<file path="config.mk">
export PLATFORM = sky130hd
export DESIGN_NAME = core_if_ifu
export DESIGN_NICKNAME = d
export VERILOG_FILES = /design/src/rtl/core_if_ifu_pkg.sv /design/src/rtl/core_if_ibuf.sv /design/src/rtl/core_if_ifu.sv
export SDC_FILE = /design/constraint.sdc
export NUM_CORES = 1
export LEC_CHECK = 0
export CAP_MARGIN = 20
export CORE_ASPECT_RATIO = 1.25
export CORE_MARGIN = 3
export CORE_UTILIZATION = 35
export DETAILED_ROUTE_END_ITERATION = 10
export DONT_BUFFER_PORTS = 1
export MAX_ROUTING_LAYER = met4
export PLACE_DENSITY_LB_ADDON = 0.3
export SYNTH_ARGS = -nofsm -noshare
export SYNTH_HDL_FRONTEND = slang
export SYNTH_SLANG_ARGS = --single-unit
</file>
<file path="constraint.sdc">
create_clock -name clk -period 3.9 [get_ports clk]
set_clock_uncertainty 0.1 [all_clocks]
set_input_delay 0.78 -clock clk [delete_from_list [all_inputs] [get_ports clk]]
set_output_delay 0.78 -clock clk [all_outputs]
set_load 0.05 [all_outputs]
</file>
<file path="src/rtl/core_if_ifu_pkg.sv">
// Shared widths, reset PC and static branch-predictor helpers for the fetch unit.
// The width defines mirror core_defines; CORE_IFU_STATIC_BP_EN enables the static predictor in core_if_ifu.
`ifndef CORE_PC_WIDTH
`define CORE_PC_WIDTH 32
`endif
`ifndef CORE_INST_WIDTH
`define CORE_INST_WIDTH 32
`endif
`ifndef CORE_IFU_RESET_PC
`define CORE_IFU_RESET_PC `CORE_PC_WIDTH'h8000_0000
`endif

package core_if_ifu_pkg;
    localparam int PC_W = `CORE_PC_WIDTH;
    localparam int INST_W = `CORE_INST_WIDTH;
    localparam logic [PC_W-1:0] IFU_RESET_PC = `CORE_IFU_RESET_PC;

    localparam logic [6:0] OPC_JAL = 7'b1101111;
    localparam logic [6:0] OPC_BRANCH = 7'b1100011;

    typedef struct packed {
        logic [PC_W-1:0]   pc;
        logic [INST_W-1:0] inst;
        logic              predict;
    } ibuf_entry_t;

    // Backward conditional branches and all JALs are guessed taken.
    function automatic logic bp_taken(input logic [31:0] inst);
        return (inst[6:0] == OPC_JAL) || ((inst[6:0] == OPC_BRANCH) && inst[31]);
    endfunction

    function automatic logic [PC_W-1:0] bp_offset(input logic [31:0] inst);
        logic [20:0] j_imm;
        logic [12:0] b_imm;
        j_imm = {inst[31], inst[19:12], inst[20], inst[30:21], 1'b0};
        b_imm = {inst[31], inst[7], inst[30:25], inst[11:8], 1'b0};
        if (inst[6:0] == OPC_JAL)
            return {{(PC_W-21){j_imm[20]}}, j_imm};
        return {{(PC_W-13){b_imm[12]}}, b_imm};
    endfunction
endpackage

</file>
<file path="src/rtl/core_if_ibuf.sv">
// Small synchronous FIFO with clear; head reads as zero while empty.
module core_if_ibuf #(
    parameter int W = 8,
    parameter int DEPTH = 4,
    localparam int PW = (DEPTH > 1) ? $clog2(DEPTH) : 1,
    localparam int CW = $clog2(DEPTH + 1)
) (
    input  logic          clk,
    input  logic          rst_n,
    input  logic          clr,
    input  logic          push,
    input  logic [W-1:0]  push_data,
    input  logic          pop,
    output logic [W-1:0]  head,
    output logic [CW-1:0] cnt,
    output logic          empty
);
    logic [W-1:0]  mem [DEPTH];
    logic [PW-1:0] wr_ptr;
    logic [PW-1:0] rd_ptr;
    logic          do_pop;

    function automatic logic [PW-1:0] ptr_inc(input logic [PW-1:0] p);
        return (p == PW'(DEPTH - 1)) ? '0 : p + 1'b1;
    endfunction

    assign empty  = (cnt == '0);
    assign do_pop = pop & ~empty;
    assign head   = empty ? '0 : mem[rd_ptr];

    always_ff @(posedge clk) begin
        if (push)
            mem[wr_ptr] <= push_data;
    end

    always_ff @(posedge clk) begin
        if (!rst_n || clr) begin
            wr_ptr <= '0;
            rd_ptr <= '0;
            cnt    <= '0;
        end else begin
            if (push)
                wr_ptr <= ptr_inc(wr_ptr);
            if (do_pop)
                rd_ptr <= ptr_inc(rd_ptr);
            cnt <= cnt + CW'(push) - CW'(do_pop);
            assert (!(push && (cnt == CW'(DEPTH))));
        end
    end
endmodule

</file>
<file path="src/rtl/core_if_ifu.sv">
// Instruction fetch unit: in-order imem fetch, PC tracking, instruction buffer toward ID.
// Define CORE_IFU_STATIC_BP_EN to redirect fetch on statically predicted-taken branches.
module core_if_ifu
    import core_if_ifu_pkg::*;
#(
    parameter int FIFO_DEPTH = 4,
    parameter int MAX_OUTSTANDING = 2,
    parameter logic [PC_W-1:0] RESET_PC = IFU_RESET_PC
) (
    input  logic              clk,
    input  logic              rst_n,
    output logic              o_imem_req_valid,
    input  logic              i_imem_req_ready,
    output logic [PC_W-1:0]   o_imem_req_addr,
    input  logic              i_imem_rsp_valid,
    input  logic [INST_W-1:0] i_imem_rsp_inst,
    input  logic              i_pipe_flush_req,
    input  logic [PC_W-1:0]   i_flush_pc,
    output logic              valid_out,
    input  logic              ready_out,
    output logic [PC_W-1:0]   o_pc,
    output logic [INST_W-1:0] o_inst,
    output logic              o_branch_predict
);
    localparam int FCW = $clog2(FIFO_DEPTH + 1);
    localparam int TCW = $clog2(MAX_OUTSTANDING + 1);

    logic [PC_W-1:0] fetch_pc;
    logic [TCW-1:0]  out_cnt;
    logic [TCW-1:0]  drop_cnt;
    logic [FCW-1:0]  fifo_cnt;
    logic            fifo_empty;
    logic            trk_empty;
    logic [PC_W-1:0] trk_pc;
    ibuf_entry_t     fifo_in;
    ibuf_entry_t     fifo_head;
    logic            rsp_keep;
    logic            bp_predict;
    logic            bp_redirect;
    logic [PC_W-1:0] bp_target;
    logic            credit_ok;
    logic            req_fire;

`ifdef CORE_IFU_STATIC_BP_EN
    assign bp_predict = bp_taken(i_imem_rsp_inst[31:0]);
    assign bp_target  = trk_pc + bp_offset(i_imem_rsp_inst[31:0]);
`else
    assign bp_predict = 1'b0;
    assign bp_target  = trk_pc;
`endif

    assign rsp_keep    = i_imem_rsp_valid & (drop_cnt == '0) & ~i_pipe_flush_req;
    assign bp_redirect = rsp_keep & bp_predict;

    // Buffer slots already promised to live requests count against new issues.
    assign credit_ok = (32'(fifo_cnt) + 32'(out_cnt) - 32'(drop_cnt)) < 32'(FIFO_DEPTH);

    // A redirect cycle issues nothing so its drop count covers exactly the older requests.
    assign o_imem_req_valid = rst_n & ~i_pipe_flush_req & ~bp_redirect
                            & (32'(out_cnt) < 32'(MAX_OUTSTANDING)) & credit_ok;
    assign o_imem_req_addr  = fetch_pc;
    assign req_fire         = o_imem_req_valid & i_imem_req_ready;

    core_if_ibuf #(
        .W     (PC_W),
        .DEPTH (MAX_OUTSTANDING)
    ) u_track (
        .clk       (clk),
        .rst_n     (rst_n),
        .clr       (1'b0),
        .push      (req_fire),
        .push_data (fetch_pc),
        .pop       (i_imem_rsp_valid),
        .head      (trk_pc),
        .cnt       (out_cnt),
        .empty     (trk_empty)
    );

    assign fifo_in = '{pc: trk_pc, inst: i_imem_rsp_inst, predict: bp_predict};

    core_if_ibuf #(
        .W     ($bits(ibuf_entry_t)),
        .DEPTH (FIFO_DEPTH)
    ) u_ibuf (
        .clk       (clk),
        .rst_n     (rst_n),
        .clr       (i_pipe_flush_req),
        .push      (rsp_keep),
        .push_data (fifo_in),
        .pop       (valid_out & ready_out),
        .head      (fifo_head),
        .cnt       (fifo_cnt),
        .empty     (fifo_empty)
    );

    assign valid_out        = ~fifo_empty;
    assign o_pc             = fifo_head.pc;
    assign o_inst           = fifo_head.inst;
    assign o_branch_predict = fifo_head.predict;

    always_ff @(posedge clk) begin
        if (!rst_n) begin
            fetch_pc <= RESET_PC;
            drop_cnt <= '0;
        end else begin
            if (i_pipe_flush_req)
                fetch_pc <= i_flush_pc;
            else if (bp_redirect)
                fetch_pc <= bp_target;
            else if (req_fire)
                fetch_pc <= fetch_pc + PC_W'(4);

            // Every request still in flight at a redirect belongs to the abandoned path.
            if (i_pipe_flush_req)
                drop_cnt <= out_cnt - TCW'(i_imem_rsp_valid);
            else if (bp_redirect)
                drop_cnt <= out_cnt - TCW'(1);
            else if (i_imem_rsp_valid && (drop_cnt != '0))
                drop_cnt <= drop_cnt - TCW'(1);

            assert (drop_cnt <= out_cnt);
            assert (!(i_imem_rsp_valid && trk_empty));
        end
    end
endmodule

</file>
### Word level (Yosys, flattened, before mapping)

Memory sizes are Yosys's and may differ from the RTL's. A register that Yosys moved wholly into a read port is not among the register bits.
Index checks and enable logic that the tools add are counted.

* bits of input ports: 70
* memories kept: 2
* logic and storage cells: 66
* bits in read-only memories: 0
* RAM bits: 320
* output and inout port bits: 99
* flip-flop bits (word level): 45
* latch bits: 0

* eq/ne operators: 2
* shifts and indexed selects: 0
* magnitude comparators: 2
* reduce and logical (&&, ||, !) cells: 9
* multiply operators: 0
* muxes and demuxes: 18
* add/subtract/negate cells: 13
* divide/modulo/power cells: 0
* bitwise gates (word level): 12

Memory list
* u_ibuf.mem: words 4, bits a word 64, read ports 1, clocked after Yosys merged registers in 1, wr ports 1, line core_if_ibuf.sv:18 `logic [W-1:0] mem [DEPTH];`
* u_track.mem: words 2, bits a word 32, read ports 1, clocked after Yosys merged registers in 1, wr ports 1, line core_if_ibuf.sv:18

Operators by type and width (count)
* $mux W32: 3
* $mux W65: 1
* $add A32 B3 Y32 const B: 1
* $lt A32 B3 Y1 const B: 1
* $mux W2: 6
* $and A1 B1 Y1: 9
* $mux W1: 8
* $reduce_bool A2 Y1: 3
* $sub A4 B2 Y5: 1
* $add A2 B1 Y2 const B: 2
* $add A3 B2 Y4: 1
* $eq A2 B2 Y1 const B: 2
* $logic_not A2 Y1: 2
* $sub A2 B1 Y2: 2
* $add A3 B1 Y3: 1
* $logic_not A3 Y1: 1
* $not A1 Y1: 3
* $sub A3 B1 Y3: 1
* $add A1 B1 Y1 const B: 2
* $add A2 B1 Y2: 1
* $lt A2 B2 Y1 const B: 1
* $sub A2 B1 Y2 const B: 1
* $logic_and A1 B1 Y1: 1
* $logic_not A1 Y1: 1
* $logic_or A1 B1 Y1: 1

### Logic depth before layout (Yosys ltp)

* word-level depth: 7
* depth in mapped cells: 15
* gate-level depth less buffers: 12

### By module

From an unflattened synthesis, not the netlist that was laid out.

* cell total of the unflattened synthesis: 894
* area, all modules: 15225.9 µm²

Modules (own cells, without submodules)
* core_if_ibuf (u_ibuf): cells each 459, instances 1, seq. area each 7987.7 µm², area an instance 10312.4 µm²
* core_if_ibuf (u_track): cells each 159, instances 1, seq. area each 2021.9 µm², area an instance 2663.8 µm²
* core_if_ifu: cells each 276, instances 1, seq. area each 680.7 µm², area an instance 2249.7 µm²

### Worst setup path after synthesis

No wires, ideal clock.

* kind: reg-to-reg
* from: reg u_track.cnt[1]
* to: mem u_track.mem[0][0] in the netlist's numbering, enable pin
* period minus slack after synthesis: 4.318 ns
* arrival: 3.797 ns
* stages on the path, launching flop included: 11
* path buffers: 2
* setup time: 0.421 ns
* required time: 3.379 ns
* slack: -0.418 ns
* cell sequence: dfxtp_1 -> inv_1 -> fa_1 -> inv_1 -> ha_1 -> and3b_1 -> or4_4 -> buf_6 -> a21o_4 -> buf_2 -> nor2_1

* longest elaborated chain between the ends: 7
* elaborated cells between the ends (all ways): 9
* classes of those cells: add/sub: 2; order compare: 2; mux: 2; bitwise: 3

RTL lines
* from (decl): line core_if_ibuf.sv:15 `output logic [CW-1:0] cnt,`
* from (signal assigned): line core_if_ibuf.sv:46 `cnt <= cnt + CW'(push) - CW'(do_pop);`
* $add A3 B2 Y4: line core_if_ifu.sv:56 `assign credit_ok = (32'(fifo_cnt) + 32'(out_cnt) - 32'(drop_cnt)) < 32'(FIFO_DEPTH);`
* $sub A4 B2 Y5: line core_if_ifu.sv:56
* $lt A32 B3 Y1: line core_if_ifu.sv:56
* $and A1 B1 Y1 (*): line core_if_ifu.sv:60 `& (32'(out_cnt) < 32'(MAX_OUTSTANDING)) & credit_ok;`
* $and A1 B1 Y1 (*): line core_if_ifu.sv:62 `assign req_fire = o_imem_req_valid & i_imem_req_ready;`
* $mux W1 (*): line core_if_ibuf.sv:32 `if (push)`
* $mux W1 (not written as such) (*): line core_if_ibuf.sv:33 `mem[wr_ptr] <= push_data;`
* to (decl): line core_if_ibuf.sv:18

Mark *: on every way between the ends. The rest lies on a longest branch, timed or not.

### Worst setup path after layout

* from: reg u_track.cnt[1]
* to: out o_imem_req_valid

* longest elaborated chain between the ends: 4
* elaborated cells between the ends (all ways): 6
* classes of those cells: add/sub: 2; order compare: 2; bitwise: 2

RTL lines
* $add A3 B2 Y4: line core_if_ifu.sv:56
* $sub A4 B2 Y5: line core_if_ifu.sv:56
* $lt A32 B3 Y1: line core_if_ifu.sv:56
* $and A1 B1 Y1 (*): line core_if_ifu.sv:60
* to (decl): line core_if_ifu.sv:12 `output logic o_imem_req_valid,`

Marks and branches as above.

==> flow_metrics.env <==
export IMPL_dieArea_um2=45120
export IMPL_rrSetupSlack_ps=410
export IMPL_status="completed"
export IMPL_root_buffer="clkbuf_16"
export IMPL_critical_path_buf_inv_count=3
export IMPL_fmaxAchievable_mhz=263.6
export IMPL_clk_pin_slew_ps=60
export IMPL_critPathArrivalTime_ps=2910
export IMPL_p_leak_nw=5.462
export IMPL_finalHoldViolCount=0
export IMPL_setup_viol=0
export IMPL_cpLargestDelayFamily="adder cells"
export IMPL_gr_total_overflow=0
export IMPL_synth_top_area_share_pct=64.46
export IMPL_first_pass_iters=5
export IMPL_cts_path_max_buffers=3
export IMPL_grt_pass1_wl_um=49090
export IMPL_track_usage_pct=14.60
export IMPL_synth_seq_cells=368
export IMPL_cts_buffers=39
export IMPL_r2r_end="o_imem_req_addr[16]"
export IMPL_startpoint="u_track.cnt[1]"
export IMPL_hold_depth=0
export IMPL_layout_drive_gt1_share_pct=19.68
export IMPL_yosysSeqAreaShare_pct=70.90
export IMPL_hold_class="in2reg"
export IMPL_worst_slew_pin_slew_ps=1027
export IMPL_synth_edf_count=320
export IMPL_grt_max_degree=46
export IMPL_crit_path_start_kind="flip-flop"
export IMPL_via_count=7722
export IMPL_synth_area_top_cells="edfxtp_1 (64%), mux4_2 (9.7%), dfxtp_1 (6.4%), and2_1 (3.4%), mux2i_1 (2.5%)"
export IMPL_crit_fanout=6
export IMPL_postRouteAntennaNets=0
export IMPL_cpMaxStageDelayCell="or4_4"
export IMPL_ys_warn_count=0
export IMPL_finalWorstPathRequiredPeriod_ps=3794
export IMPL_antenna_cells=0
export IMPL_wl_um=32180
export IMPL_ir_drop_mv=0.3064
export IMPL_fin_crit_sh_pct=97.28
export IMPL_synth_most_common_cell="edfxtp_1"
export IMPL_end_kind="output port"
export IMPL_max_stage_delay_ps=560
export IMPL_swShare_pct=26.22
export IMPL_cts_tree="yes"
export IMPL_h_tree_depth=2
export IMPL_drc_errors=0
export IMPL_port_buffers=0
export IMPL_r2r_start="u_track.cnt[1]"
export IMPL_cts_sinks=368
export IMPL_rr_worst_depth=11
export IMPL_placementRows=83
export IMPL_synth_largest_area_cell="edfxtp_1"
export IMPL_crit_type="reg2out"
export IMPL_antenna_found_initial=0
export IMPL_comb_power_share_pct=14.1
export IMPL_avgSynthCellArea_um2=16.79
export IMPL_cp_data_required_time_ps=3020
export IMPL_synthFlopType="edfxtp_1"
export IMPL_initial_utilization_pct=35.89
export IMPL_die_y_um=236.7
export IMPL_fin_nets=1010
export IMPL_core_area_um2=41540
export IMPL_place_ws_ps=409.1
export IMPL_finalWeightedCongestion=0.7951
export IMPL_ioPinCount=169
export IMPL_worstPathCellList="inv_1, fa_1, inv_1, ha_1, and3b_1, or4_4, a21oi_4, buf_6"
export IMPL_hpwl_um=20580
export IMPL_synthDistinctLibCells=62
export IMPL_clock_power_share_pct=37.9
export IMPL_finalPower_mw=10.01
export IMPL_viasPerCell=5.141
export IMPL_post_cts_buffers=0
export IMPL_async_reset_ff_share_pct=0
export IMPL_cap_violations=0
export IMPL_p_int_mw=7.388
export IMPL_drv_slew=0
export IMPL_die_w_um=190.6
export IMPL_p_sw_mw=2.626
export IMPL_grt_pass1_vias=8062
export IMPL_relSlewSlack_pct=31.56
export IMPL_powerDensity_nw_per_um2=584.2
export IMPL_synthTopCellsByCount="edfxtp_1 (320), and2_1 (81), mux4_2 (64), nor2_1 (54), dfxtp_1 (48)"
export IMPL_routedWlPerCell_um=21.43
export IMPL_synth_fp_nets=976
export IMPL_areaGrowthSynthToFinish_pct=14.99
export IMPL_drt_initial_drc_count=333
export IMPL_worstHoldStart="i_imem_rsp_inst[29]"
export IMPL_synth_area_um2=14910
export IMPL_layout_setup_ws_ps=106.2
export IMPL_path_common_cell="inv_1"
export IMPL_holdPathEnd="u_ibuf.mem[1][29]"
export IMPL_worstSkewPairLatency_ps=520
export IMPL_pwr_share_seq_pct=48.0
export IMPL_postSynthCellCount=888
[layout by cell type, fill, tap and decap left out, drive strengths merged, types with 3 or more instances in the layout]
master	instances
a211oi	8
nor2	54
a21oi	9
o31a	7
buf	40
mux2i	37
and2	81
xnor2	9
a311oi	4
nand3	12
and4	8
clkinvlp	3
a32oi	4
edfxtp	320
a31oi	12
inv	27
mux2	5
nor4	3
mux4	64
clkinv	11
nand2	34
or4	3
ha	16
nor3	6
clkbuf	51
or3	3
and3	3
nand4	9
dfxtp	48
bufinv	5
o21ai	17
o22ai	5
[how the worst max path moves through the flow]
stage / endpoint / slack (ps) / cells past startpoint
2_1_floorplan: u_track.mem[0][0] / 120 / 10
3_3_place_gp: o_imem_req_addr[21] / 460 / 11
3_5_place_dp: o_imem_req_addr[21] / 410 / 11
4_1_cts: o_imem_req_valid / 5 / 8
5_1_grt: o_imem_req_valid / -3 / 8
6_report: o_imem_req_valid / 110 / 8
[area by class of cell]
class	instances	area, um2
well taps	552	690.7
flip-flops and latches	368	10580
multi-input cells	445	4054
inverters	28	105.1
repair buffers	40	391.6
clock buffers	51	1104
clock inverters	18	217.7
fillers	3775	24400
[power groups by stage]
stage	Combinational (mW)	Sequential (mW)	Clock, mW
final	1.41	4.81	3.79
after CTS	1.45	4.81	3.92
after floorplan	1.09	4.86	0
after detailed placement	1.44	4.90	0
after global placement	1.41	4.89	0
after global routing	1.55	4.83	4.06
[per-layer routing]
layer / up-vias / global-route usage [%] / wire length, um
met2: 229 / 24.02 / 15660
met3: 54 / 3.672 / 2149
met5: - / - / 0
met1: 3917 / 17.88 / 13590
li1: 3522 / - / -
met4: 0 / 4.360 / 784
[what timing repair did]
action | 4_1_cts | 5_1_grt
hold buffers | 0 | 0
endpoints found under the setup margin | 1 | 1
gates cloned | 0 | 0
endpoints found under the hold margin | 0 | 0
gates resized for setup | 2 | 2
[sequential cells by signal, summed over array words and instances (netlist names), named ones only]
signal and count:
u_ibuf.cnt 3, u_track.wr_ptr 1, drop_cnt 2, u_ibuf.mem 256
u_ibuf.rd_ptr 2, u_track.rd_ptr 1, u_track.mem 64, u_track.cnt 2
u_ibuf.wr_ptr 2, o_imem_req_addr 32
[logic make-up after synthesis]
kind of cell               count (synthesis)  share of synthesized area (%)
muxes                                    106                          12.53
adders and majority gates                 18                          1.611
and+or+nand+nor                          225                          8.074
DFF                                      368                          70.90
other                                      1                        0.02515
xor gates and xnor gates                  10                         0.5875
buffers and inverters                     75                          2.132
AOI/OAI and AO/OA                         85                          4.137
[worst reg2reg max path: cells and delay by family (launching register included)]
family | cells | cell delay (ps)
AND/OR/NAND/NOR | 2 | 740
adder cells (fa/ha/maj) | 2 | 820
multiplexers | 1 | 350
AO/OA/AOI/OAI | 2 | 470
flip-flops | 1 | 350
buffers and inverters | 4 | 580
[metrics by stage]
stage	instances	TNS (ps)	util (%)	hold WS, ps	area [um2]
after floorplan	888	0	-	354.1	14910
after global placement	1433	0	38.05	361.8	15810
after detailed placement	1433	0	38.05	373.2	15810
after CTS	1502	0	41.25	209.2	17130
after global routing	1502	-3.416	41.27	214.9	17140
final	1502	0	41.27	247.5	17140
No activity file was read; power rests on OpenSTA's default activity.
